$ cat src/rtl/cam_frame_writer.sv
// Camera-side frame-buffer writer: turns the pixel strobe and v_sync/h_ref framing into
// registered RAM writes, ping-ponging between two banks so the display always reads a whole frame.
module cam_frame_writer #(
  parameter int H_ACTIVE = 640,
  parameter int V_ACTIVE = 480,
  parameter int ADDR_W   = 19
) (
  input  logic              pclk_i,
  input  logic              reset_i,
  input  logic              enable_i,
  input  logic              write_i,
  input  logic [2:0]        data_in_i,
  input  logic              h_ref_i,
  input  logic              v_sync_i,
  output logic              mem_we_o,
  output logic [ADDR_W:0]   mem_addr_o,
  output logic [2:0]        mem_data_o,
  output logic              display_bank_o,
  output logic              frame_done_o,
  output logic              overflow_o,
  output logic              short_line_o
);

  localparam int XW = $clog2(H_ACTIVE + 1);
  localparam int YW = $clog2(V_ACTIVE + 1);
  localparam logic [XW-1:0]     X_LIMIT   = XW'(H_ACTIVE);
  localparam logic [YW-1:0]     Y_LIMIT   = YW'(V_ACTIVE);
  localparam logic [ADDR_W-1:0] LINE_STEP = ADDR_W'(H_ACTIVE);

  typedef enum logic [1:0] {IDLE, SYNC, CAPTURE} state_e;

  state_e              state_q, state_d;
  logic [XW-1:0]       x_q, x_d;
  logic [YW-1:0]       y_q, y_d;
  logic [ADDR_W-1:0]   lineBase_q, lineBase_d;
  logic                bank_q, bank_d;
  logic                displayBank_q, displayBank_d;
  logic                memWe_q, memWe_d;
  logic [ADDR_W:0]     memAddr_q, memAddr_d;
  logic [2:0]          memData_q, memData_d;
  logic                frameDone_q, frameDone_d;
  logic                overflow_q, overflow_d;
  logic                shortLine_q, shortLine_d;
  logic                hRef_q, vSync_q;
  logic [XW-1:0]       xAfter;

  logic hFall, vRise, vFall, inWindow;
  assign hFall    = hRef_q & ~h_ref_i;
  assign vRise    = ~vSync_q & v_sync_i;
  assign vFall    = vSync_q & ~v_sync_i;
  assign inWindow = (x_q < X_LIMIT) && (y_q < Y_LIMIT);

  always_ff @(posedge pclk_i) begin
    hRef_q  <= h_ref_i;
    vSync_q <= v_sync_i;
    if (reset_i) begin
      state_q       <= IDLE;
      x_q           <= '0;
      y_q           <= '0;
      lineBase_q    <= '0;
      bank_q        <= 1'b0;
      displayBank_q <= 1'b1;
      memWe_q       <= 1'b0;
      memAddr_q     <= '0;
      memData_q     <= '0;
      frameDone_q   <= 1'b0;
      overflow_q    <= 1'b0;
      shortLine_q   <= 1'b0;
    end else begin
      state_q       <= state_d;
      x_q           <= x_d;
      y_q           <= y_d;
      lineBase_q    <= lineBase_d;
      bank_q        <= bank_d;
      displayBank_q <= displayBank_d;
      memWe_q       <= memWe_d;
      memAddr_q     <= memAddr_d;
      memData_q     <= memData_d;
      frameDone_q   <= frameDone_d;
      overflow_q    <= overflow_d;
      shortLine_q   <= shortLine_d;
    end
  end

  always_comb begin
    state_d       = state_q;
    x_d           = x_q;
    y_d           = y_q;
    lineBase_d    = lineBase_q;
    bank_d        = bank_q;
    displayBank_d = displayBank_q;
    memWe_d       = 1'b0;
    memAddr_d     = memAddr_q;
    memData_d     = memData_q;
    frameDone_d   = 1'b0;
    overflow_d    = overflow_q;
    shortLine_d   = shortLine_q;
    xAfter        = x_q;
    case (state_q)
      IDLE: begin
        if (vRise && enable_i) state_d = SYNC;
      end
      SYNC: begin
        x_d        = '0;
        y_d        = '0;
        lineBase_d = '0;
        if (vFall) state_d = CAPTURE;
      end
      CAPTURE: begin
        if (write_i) begin
          if (inWindow) begin
            memWe_d   = 1'b1;
            memData_d = data_in_i;
            memAddr_d = {bank_q, lineBase_q + ADDR_W'(x_q)};
            xAfter    = x_q + XW'(1);
          end else begin
            overflow_d = 1'b1;
          end
        end
        x_d = xAfter;
        // Line advance sees the pixel count including a pixel accepted this same cycle.
        if (hFall && (xAfter != '0)) begin
          if ((xAfter < X_LIMIT) && (y_q < Y_LIMIT)) shortLine_d = 1'b1;
          if (y_q < Y_LIMIT) begin
            lineBase_d = lineBase_q + LINE_STEP;
            y_d        = y_q + YW'(1);
          end
          x_d = '0;
        end
        if (vRise) begin
          if ((y_q != '0) || (xAfter != '0)) begin
            frameDone_d   = 1'b1;
            displayBank_d = bank_q;
            bank_d        = ~bank_q;
          end
          state_d = enable_i ? SYNC : IDLE;
        end
      end
      default: state_d = IDLE;
    endcase
  end

  assign mem_we_o       = memWe_q;
  assign mem_addr_o     = memAddr_q;
  assign mem_data_o     = memData_q;
  assign display_bank_o = displayBank_q;
  assign frame_done_o   = frameDone_q;
  assign overflow_o     = overflow_q;
  assign short_line_o   = shortLine_q;

endmodule

$ cat config.mk
export PLATFORM = sky130hd
export DESIGN_NAME = cam_frame_writer
export DESIGN_NICKNAME = d
export VERILOG_FILES = /design/src/rtl/cam_frame_writer.sv
export SDC_FILE = /design/constraint.sdc
export NUM_CORES = 1
export LEC_CHECK = 0
export ABC_AREA = 0
export CORE_MARGIN = 1.5
export CORE_UTILIZATION = 30
export CTS_CLUSTER_DIAMETER = 150
export DETAILED_ROUTE_END_ITERATION = 8
export GPL_TIMING_DRIVEN = 0
export PLACE_DENSITY = 0.52
export SYNTH_ARGS = -nofsm -noshare
export SYNTH_HDL_FRONTEND = slang
export SYNTH_SLANG_ARGS = --single-unit
$ cat constraint.sdc
create_clock -name pclk_i -period 3.1 [get_ports pclk_i]
set_input_delay 0.62 -clock pclk_i [delete_from_list [all_inputs] [get_ports pclk_i]]
set_output_delay 0.62 -clock pclk_i [all_outputs]
set_load 0.005 [all_outputs]
* Yosys cells after proc, flatten, opt, wreduce, memory -nomap -nowiden *
Cells that the tools add are included.

cells by class
  bitwise logic cells = 11
  muxes and demuxes = 18
  reduce and logical (&&, ||, !) cells = 17
  eq/ne operators = 7
  order comparisons = 3
  $add $sub $neg = 4

operators with widths
  operator                count
  $mux 10                 4
  $mux 19                 2
  $pmux 19 s2             1
  $lt 10x10->1 const B    2
  $pmux 10 s2             1
  $add 19x10->19          1
  $add 19x10->19 const B  1
  $mux 9                  2
  $pmux 9 s2              1
  $reduce_and 3->1        6
  $add 10x1->10 const B   1
  $ne 2x2->1 const B      5
  $reduce_bool 10->1      1
  $add 9x1->9 const B     1
  $lt 9x9->1 const B      1
  $reduce_bool 9->1       1
  $not 1->1               8
  $mux 2                  3
  $pmux 2 s3              1
  $reduce_or 3->1         2
  $logic_and 1x1->1       4
  $and 1x1->1             3
  $mux 1                  3
  $eq 2x1->1 const B      1
  other kinds (4)         4

storage, ports and cells
  output and inout port bits = 28
  word-level logic and storage cells = 74
  register bits after elaboration = 71

* Logic depth before layout (Yosys ltp) *
Gate-level depths: netlist of the first run.

  word-level depth = 9
  gate-level depth with buffers = 11
  depth with buffers taken out = 8

* Worst setup path after synthesis of the first run *
OpenSTA, ideal clock, no wires.

  path kind = input port to flip-flop
  start point = input port write_i
  end point = register y_q[7]
  data arrival time = 2606 ps
  buffers on the path = 2
  stages on the path = 9
  path slack = 424 ps
  data required time = 3030 ps
  cell sequence = and4_1 clkbuf_1 nand4_1 xor2_1 and4_1 a221o_1 buf_2 or4_1 a21oi_1

between the ends
  word-level cells in the longest chain between the ends = 6

RTL lines
  what                        line  source
  start, declared             11    input logic write_i,
  $mux 10                     110   if (write_i) begin
  $mux 10                     99    case (state_q)
  $reduce_bool 10->1          122   if (hFall && (xAfter != '0)) begin
  $logic_and 1x1->1           122
  $ne 2x2->1 (no line)        n/a
  $reduce_and 3->1 (no line)  n/a
  end signal, assigned        72    y_q <= y_d;
  end, declared               34    logic [YW-1:0] y_q, y_d;

No other way between the ends. The select of a mux whose other input is x is not followed.
A chain may end at the register's enable or synchronous reset.

* Final worst setup path of the first run *
  start point = register x_q[8]
  end point = register y_q[7]

between the ends
  word-level cells in the longest chain between the ends = 9
  elaborated cells between the ends (all ways) = 10
  those cells by class = add/sub: 1; order compare: 1; eq/ne: 1; mux: 3; reduce/logical: 4

RTL lines
  what                            line  source
  start, declared                 33    logic [XW-1:0] x_q, x_d;
  start signal, assigned          58    x_q <= '0;
  start signal, assigned          71    x_q <= x_d;
  $lt 10x10->1                    51    assign inWindow = (x_q < X_LIMIT) && (y_q < Y_LIMIT);
  $logic_and 1x1->1               51
  $mux 10                         111   if (inWindow) begin
  $mux 10 (*)                     110
  $mux 10 (*)                     99
  $reduce_bool 10->1 (*)          122
  $logic_and 1x1->1 (*)           122
  $ne 2x2->1 (no line) (*)        n/a
  $reduce_and 3->1 (no line) (*)  n/a

Mark *: on every way between the ends. The rest lies on a longest branch, timed or not. The select of a mux whose other input is x is not followed.

==> flow_summary.json, run 1 <==
{
  "syn_to_final_growth_pct": 23.3,
  "slowest_delay_ns": 0.56,
  "required_ns": 3.37,
  "grtUsageTotal_pct": 15.7,
  "multi_input_area_mm2": 0.00186,
  "nets": 462,
  "synth_top_area_share_pct": 39.2,
  "synth.area.mux_share_pct": 1.34,
  "grt_pass1_wl_um": 14200,
  "synth-xor-area-share_pct": 5.62,
  "fin_cells": 582,
  "drive_gt1_share_pct": 8.74,
  "path_clk_slew_ns": 0.08,
  "synthCells": 395,
  "totalNegativeSetupSlack_ns": 0,
  "p_per_area_mw_per_mm2": 548,
  "dieArea_mm2": 0.0115,
  "synth_flop_cell": "dfxtp_1",
  "cts_buffers": 9,
  "slowest_stage": "or4_4",
  "vias": 3024,
  "leakagePower_nw": 1.39,
  "rows": 37,
  "skew_ns": 0.00842,
  "antenna_found_initial": 0,
  "preCtsSetupSlack_ns": -0.494,
  "ioPinCount": 37,
  "maxSlewHeadroom_pct": 57.6,
  "vdd_drop_max_v": 0.000314,
  "ys_seq_area_share_pct": 39.2,
  "n_antenna_cell": 0,
  "setup_viol": 0,
  "max_freq_mhz": 342,
  "ys_seq_elements": 64,
  "grt_max_degree": 14,
  "yosys.area.top_type": "dfxtp_1",
  "hpwl_um": 6120,
  "cts_hold_buffers": 0,
  "hold_class": "reg2reg",
  "critPathKind": "reg2reg",
  "synth_fa_ha_area_share_pct": 4.59,
  "wl_per_cell_um": 14.5,
  "regArea_mm2": 0.00128,
  "grt_overflow": 0,
  "cts_root_buf": "clkbuf_8",
  "crit_chain": "o21a_1 > or4_4 > nor4b_1 > o221a_1 > a221o_1 > buf_2 > or4_1 > a21oi_1",
  "vias_per_cell": 5.20,
  "antenna_left": 0,
  "utilization_pct": 38.6,
  "routed_wirelength_um": 8410,
  "end_kind": "flip-flop",
  "tightest_slew_ns": 0.630,
  "synthSimpleGateAreaFrac_pct": 26.6,
  "synth_warnings": 0,
  "drc": 0,
  "path_max_fanout": 10,
  "fp.dieW_um": 107,
  "insertion_delay_ns": 0.35,
  "core_mm2": 0.0105,
  "synth_area_mm2": 0.00327,
  "synthesis.nets": 416,
  "final_common_cell": "dfxtp_1",
  "numClockSinks": 64,
  "rsz0062_at_grt": "no",
  "initial_utilization_pct": 31.3,
  "status": "finished, final reports clean",
  "stdcell_area_mm2": 0.00403,
  "cp_data_arrival_time_ns": 3.20,
  "final_cell_mix": "dfxtp_1 (61), nand2_1 (55), clkdlybuf4s50_1 (34)",
  "drt-pass1-iter-count": 4,
  "h-tree-depth": 3,
  "worst_slack_ns": 0.178,
  "yosysUniqueCellTypes": 55,
  "gp_congestion": 0.833,
  "drt_iter0_drc": 140,
  "synth_top_family_by_area": "simple AND/OR/NAND/NOR gates",
  "avgSynthCellArea_um2": 8.28,
  "cts_tree": "yes",
  "synth_edf_count": 0,
  "period_minus_slack_ns": 2.92,
  "startpoint_type": "flip-flop",
  "numPortBuffers": 35,
  "dp.cells": 566,
  "die_y_um": 107,
  "synth-compound-area-share_pct": 18.3,
  "hold_viol_final": 0,
  "drv_cap": 0,
  "yosys-top-cells-area": "dfxtp_1 (39%), nand2_1 (6.3%), a21oi_1 (4.6%)",
  "finalCritPeriodShare_pct": 94.3,
  "async_flop_share_pct": 0,
  "grt_pass1_vias": 2863,
  "placed_area_mm2": 0.00379,
  "num-fill-cells": 1115,
  "clock_path_buffers": 2,
  "finalMaxSlewViolations": 0
}
-- sequential cells by signal, indices dropped and copies added, names as in the netlist --
register,cells
bank_q,1
y_q,9
short_line_o,1
lineBase_q,12
state_q,2
mem_data_o,3
mem_we_o,1
overflow_o,1
vSync_q,1
x_q,10
hRef_q,1
frame_done_o,1
mem_addr_o,20
display_bank_o,1
-- cells by family after synthesis --
logic type      Yosys count
other cells               1
mux                       4
xor+xnor                 21
flops                    64
compound gates           90
buf+inv                  33
fa+ha+maj                12
simple gates            170
-- worst max-delay path: cells and delay by family, from the launching register on --
kind,cells,cell delay (ns)
compound gates,4,1.03
buf+inv,1,0.21
flops,1,0.39
simple gates,3,1.25
-- cell usage after synthesis, drive strengths merged, types with 6 or more instances --
cell type / n
clkbuf: 17
xnor2: 8
ha: 12
or3: 7
a211oi: 10
xor2: 13
nor3: 10
nand2b: 8
a21oi: 30
nand2: 55
dfxtp: 64
nor2: 30
o31ai: 6
nor4: 7
nand4: 9
o21ai: 11
or4: 12
inv: 7
nand3: 12
buf: 9
-- area by class of cell --
class,count,area share [%]
repair buffers,36,8.84
inverters,7,0.651
well taps,136,4.22
multi-input cells,298,46.1
flip-flops and latches,64,31.9
clock buffers,9,3.07
plain buffers,25,2.73
clock inverters,7,2.57
-- final timing paths --
check	slack (ns)	from	end	cells past startpoint
setup / recovery	0.18	x_q[8]	y_q[7]	8
hold / removal	0.46	mem_addr_o[3]	mem_addr_o[3]	2
setup reg to reg	0.18	x_q[8]	y_q[7]	8
hold reg to reg	0.46	mem_addr_o[3]	mem_addr_o[3]	2
-- timing repair --
| item | 4_1_cts | 5_1_grt |
|---|---|---|
| endpoints found under the setup margin | 12 | 19 |
| setup buffers | 0 | 1 |
| gates resized for setup | 2 | 7 |
| pin swaps | 0 | 1 |
-- metrics by stage --
step	hold WS, ns	power (mW)
floorplan	0.440	1.22
global route	0.480	2.34
finish	0.459	2.21
global placement	0.444	1.39
CTS	0.458	2.23
detailed placement	0.446	1.40
-- power by group --
group	internal (mW)	switching [mW]	total, mW
registers	0.859	0.0342	0.893
clock network	0.462	0.366	0.828
logic	0.162	0.328	0.490
total	1.48	0.728	2.21
-- routing by layer --
| metal | vias to the layer above | global-route usage [%] | part of all wire, % |
|---|---|---|---|
| met1 | 1408 | 20.8 | 47 |
| met2 | 87 | 25.7 | 46 |
| met5 | - | 0 | 0 |
| met3 | 4 | 4.36 | 6.3 |
| li1 | 1525 | - | - |
| met4 | 0 | 3.01 | 0.57 |
Note: power is estimated with default switching activity, not from simulation.
==> run 2: changes to the inputs <==
==> constraint.sdc (replaced) <==
create_clock -name pclk_i -period 3.3 [get_ports pclk_i]
set_input_delay 0.66 -clock pclk_i [delete_from_list [all_inputs] [get_ports pclk_i]]
set_output_delay 0.66 -clock pclk_i [all_outputs]
set_load 0.005 [all_outputs]
==> run 2 against run 1 <==
  * Final area down 0.19%
  * Flip-flop and latch count unchanged
  * Count of clock-buffer cells in the layout stayed put
  * Critical path type unchanged
  * Worst setup slack improved by 0.064 ns
  * Global-route usage about the same
  * Register-to-register slack improved by 0.06 ns
  * Final cell count shrank 0.17%
  * Core utilization down 0.072 points
  * Sequential share of layout area about the same
==> flow_summary.json, run 2 (same netlist as run 1, synthesis figures left out) <==
{
  "fp.dieW_um": 107,
  "syn_to_final_growth_pct": 23.1,
  "totalNegativeSetupSlack_ns": 0,
  "drt_iter0_drc": 143,
  "cp.depth": 9,
  "die_y_um": 107,
  "grt_pass1_wl_um": 14200,
  "critPathBufInv": 2,
  "finalMaxSlewViolations": 0,
  "hpwl_um": 6120,
  "slowest_stage": "or4_1",
  "vias": 2998,
  "leakagePower_nw": 1.39,
  "cts_root_buf": "clkbuf_8",
  "wl_per_cell_um": 14.5,
  "rsz0062_at_grt": "no",
  "grt_pass1_vias": 2861,
  "antenna_left": 0,
  "hold_class": "reg2reg",
  "gp_congestion": 0.833,
  "maxSlewHeadroom_pct": 52.4,
  "nets": 461,
  "startpoint_type": "flip-flop",
  "p_per_area_mw_per_mm2": 517,
  "rows": 37,
  "vdd_drop_max_v": 0.000293,
  "cts_buffers": 9,
  "multi_input_area_mm2": 0.00186,
  "cts_tree": "yes",
  "ioPinCount": 37,
  "drc": 0,
  "required_ns": 3.58,
  "vias_per_cell": 5.16,
  "drive_gt1_share_pct": 7.87,
  "critPathKind": "reg2reg",
  "finalCritPeriodShare_pct": 92.7,
  "num-fill-cells": 1115,
  "critPathTopFamily": "simple AND/OR/NAND/NOR gates",
  "core_mm2": 0.0105,
  "initial_utilization_pct": 31.3,
  "h-tree-depth": 3,
  "numClockSinks": 64,
  "path_clk_slew_ns": 0.08,
  "ff2ff_path_depth": 9,
  "grt_max_degree": 14,
  "grtUsageTotal_pct": 15.7,
  "min_path_cells": 2,
  "n_antenna_cell": 0,
  "insertion_delay_ns": 0.35,
  "tightest_slew_ns": 0.707,
  "routed_wirelength_um": 8430,
  "max_freq_mhz": 327,
  "grt_overflow": 0,
  "skew_ns": 0.00862,
  "largest_reg_flops": 20,
  "clock_path_buffers": 2,
  "period_minus_slack_ns": 3.06,
  "final_cell_mix": "dfxtp_1 (64), nand2_1 (55), clkdlybuf4s50_1 (34)",
  "end_kind": "flip-flop",
  "cp_data_arrival_time_ns": 3.34,
  "drv_cap": 0,
  "utilization_pct": 38.5,
  "regArea_mm2": 0.00128,
  "dieArea_mm2": 0.0115,
  "crit_chain": "nand4_1 > and3_1 > clkbuf_1 > and3b_1 > o221a_1 > a221o_1 > buf_2 > or4_1 > a21oi_1",
  "antenna_found_initial": 0,
  "path_max_fanout": 10,
  "status": "finished, final reports clean",
  "numPortBuffers": 35,
  "hold_viol_final": 0,
  "slowest_delay_ns": 0.51,
  "setup_viol": 0,
  "final_common_cell": "dfxtp_1",
  "drt-pass1-iter-count": 4
}
-- run 2: changes by cell type in the layout (fill, tap and decap cells not counted), sizes merged --
| cell | before | now |
|---|---|---|
| buf | 11 | 10 |
| dlygate4sd2 | 1 | 0 |
| dlymetal6s2s | 0 | 1 |
-- run 2: layer usage --
metal	routed length (um)	vias up	track usage, %	part of all wire (%)
met1	4120	1396	20.8	49
li1	-	1525	-	-
met5	0	-	0	0
met3	369	6	4.36	4.4
met2	3870	71	25.8	46
met4	65	0	2.82	0.77
-- run 2: worst paths after layout --
kind,startpoint,end,slack (ns)
worst max-delay path,y_q[6],y_q[7],0.24
worst max register to register,y_q[6],y_q[7],0.24
worst min register to register,mem_addr_o[3],mem_addr_o[3],0.46
worst min-delay path,mem_addr_o[3],mem_addr_o[3],0.46
-- run 2: power breakdown --
part	internal [mW]	total, mW	switching, mW
clock network	0.434	0.778	0.344
registers	0.806	0.839	0.0326
logic	0.152	0.465	0.313
-- run 2: worst reg2reg max path, cell delays in order (launching register included) --
cell	delay, ns
dfxtp_1	0.46
nand4_1	0.35
and3_1	0.29
clkbuf_1	0.17
and3b_1	0.21
o221a_1	0.28
a221o_1	0.37
buf_2	0.21
or4_1	0.51
a21oi_1	0.15
-- run 2: stage by stage --
stage	hold WS [ns]	cell area (um^2)	power, mW	cells	setup slack [ns]
CTS	0.458	4020	2.10	582	0.0110
finish	0.459	4030	2.08	581	0.242
detailed placement	0.446	3790	1.31	566	-0.334
global placement	0.444	3790	1.31	566	-0.327
floorplan	0.440	3270	1.15	395	0.584
global route	0.480	4030	2.19	581	0.0874
-- run 2: final cells by class --
cell class / count / share of cell area (%)
inverter: 7 / 0.653
timing repair buffer: 35 / 8.76
buffer: 25 / 2.73
clock inverter: 7 / 2.58
clock buffer: 9 / 3.08
tap: 136 / 4.23
sequential: 64 / 31.8
multi-input combinational: 298 / 46.1
-- run 2: timing repair --
action,CTS,global route
hold buffers,0,0
endpoints found under the setup margin,0,17
resized for setup,0,7
buffers inserted,0,0
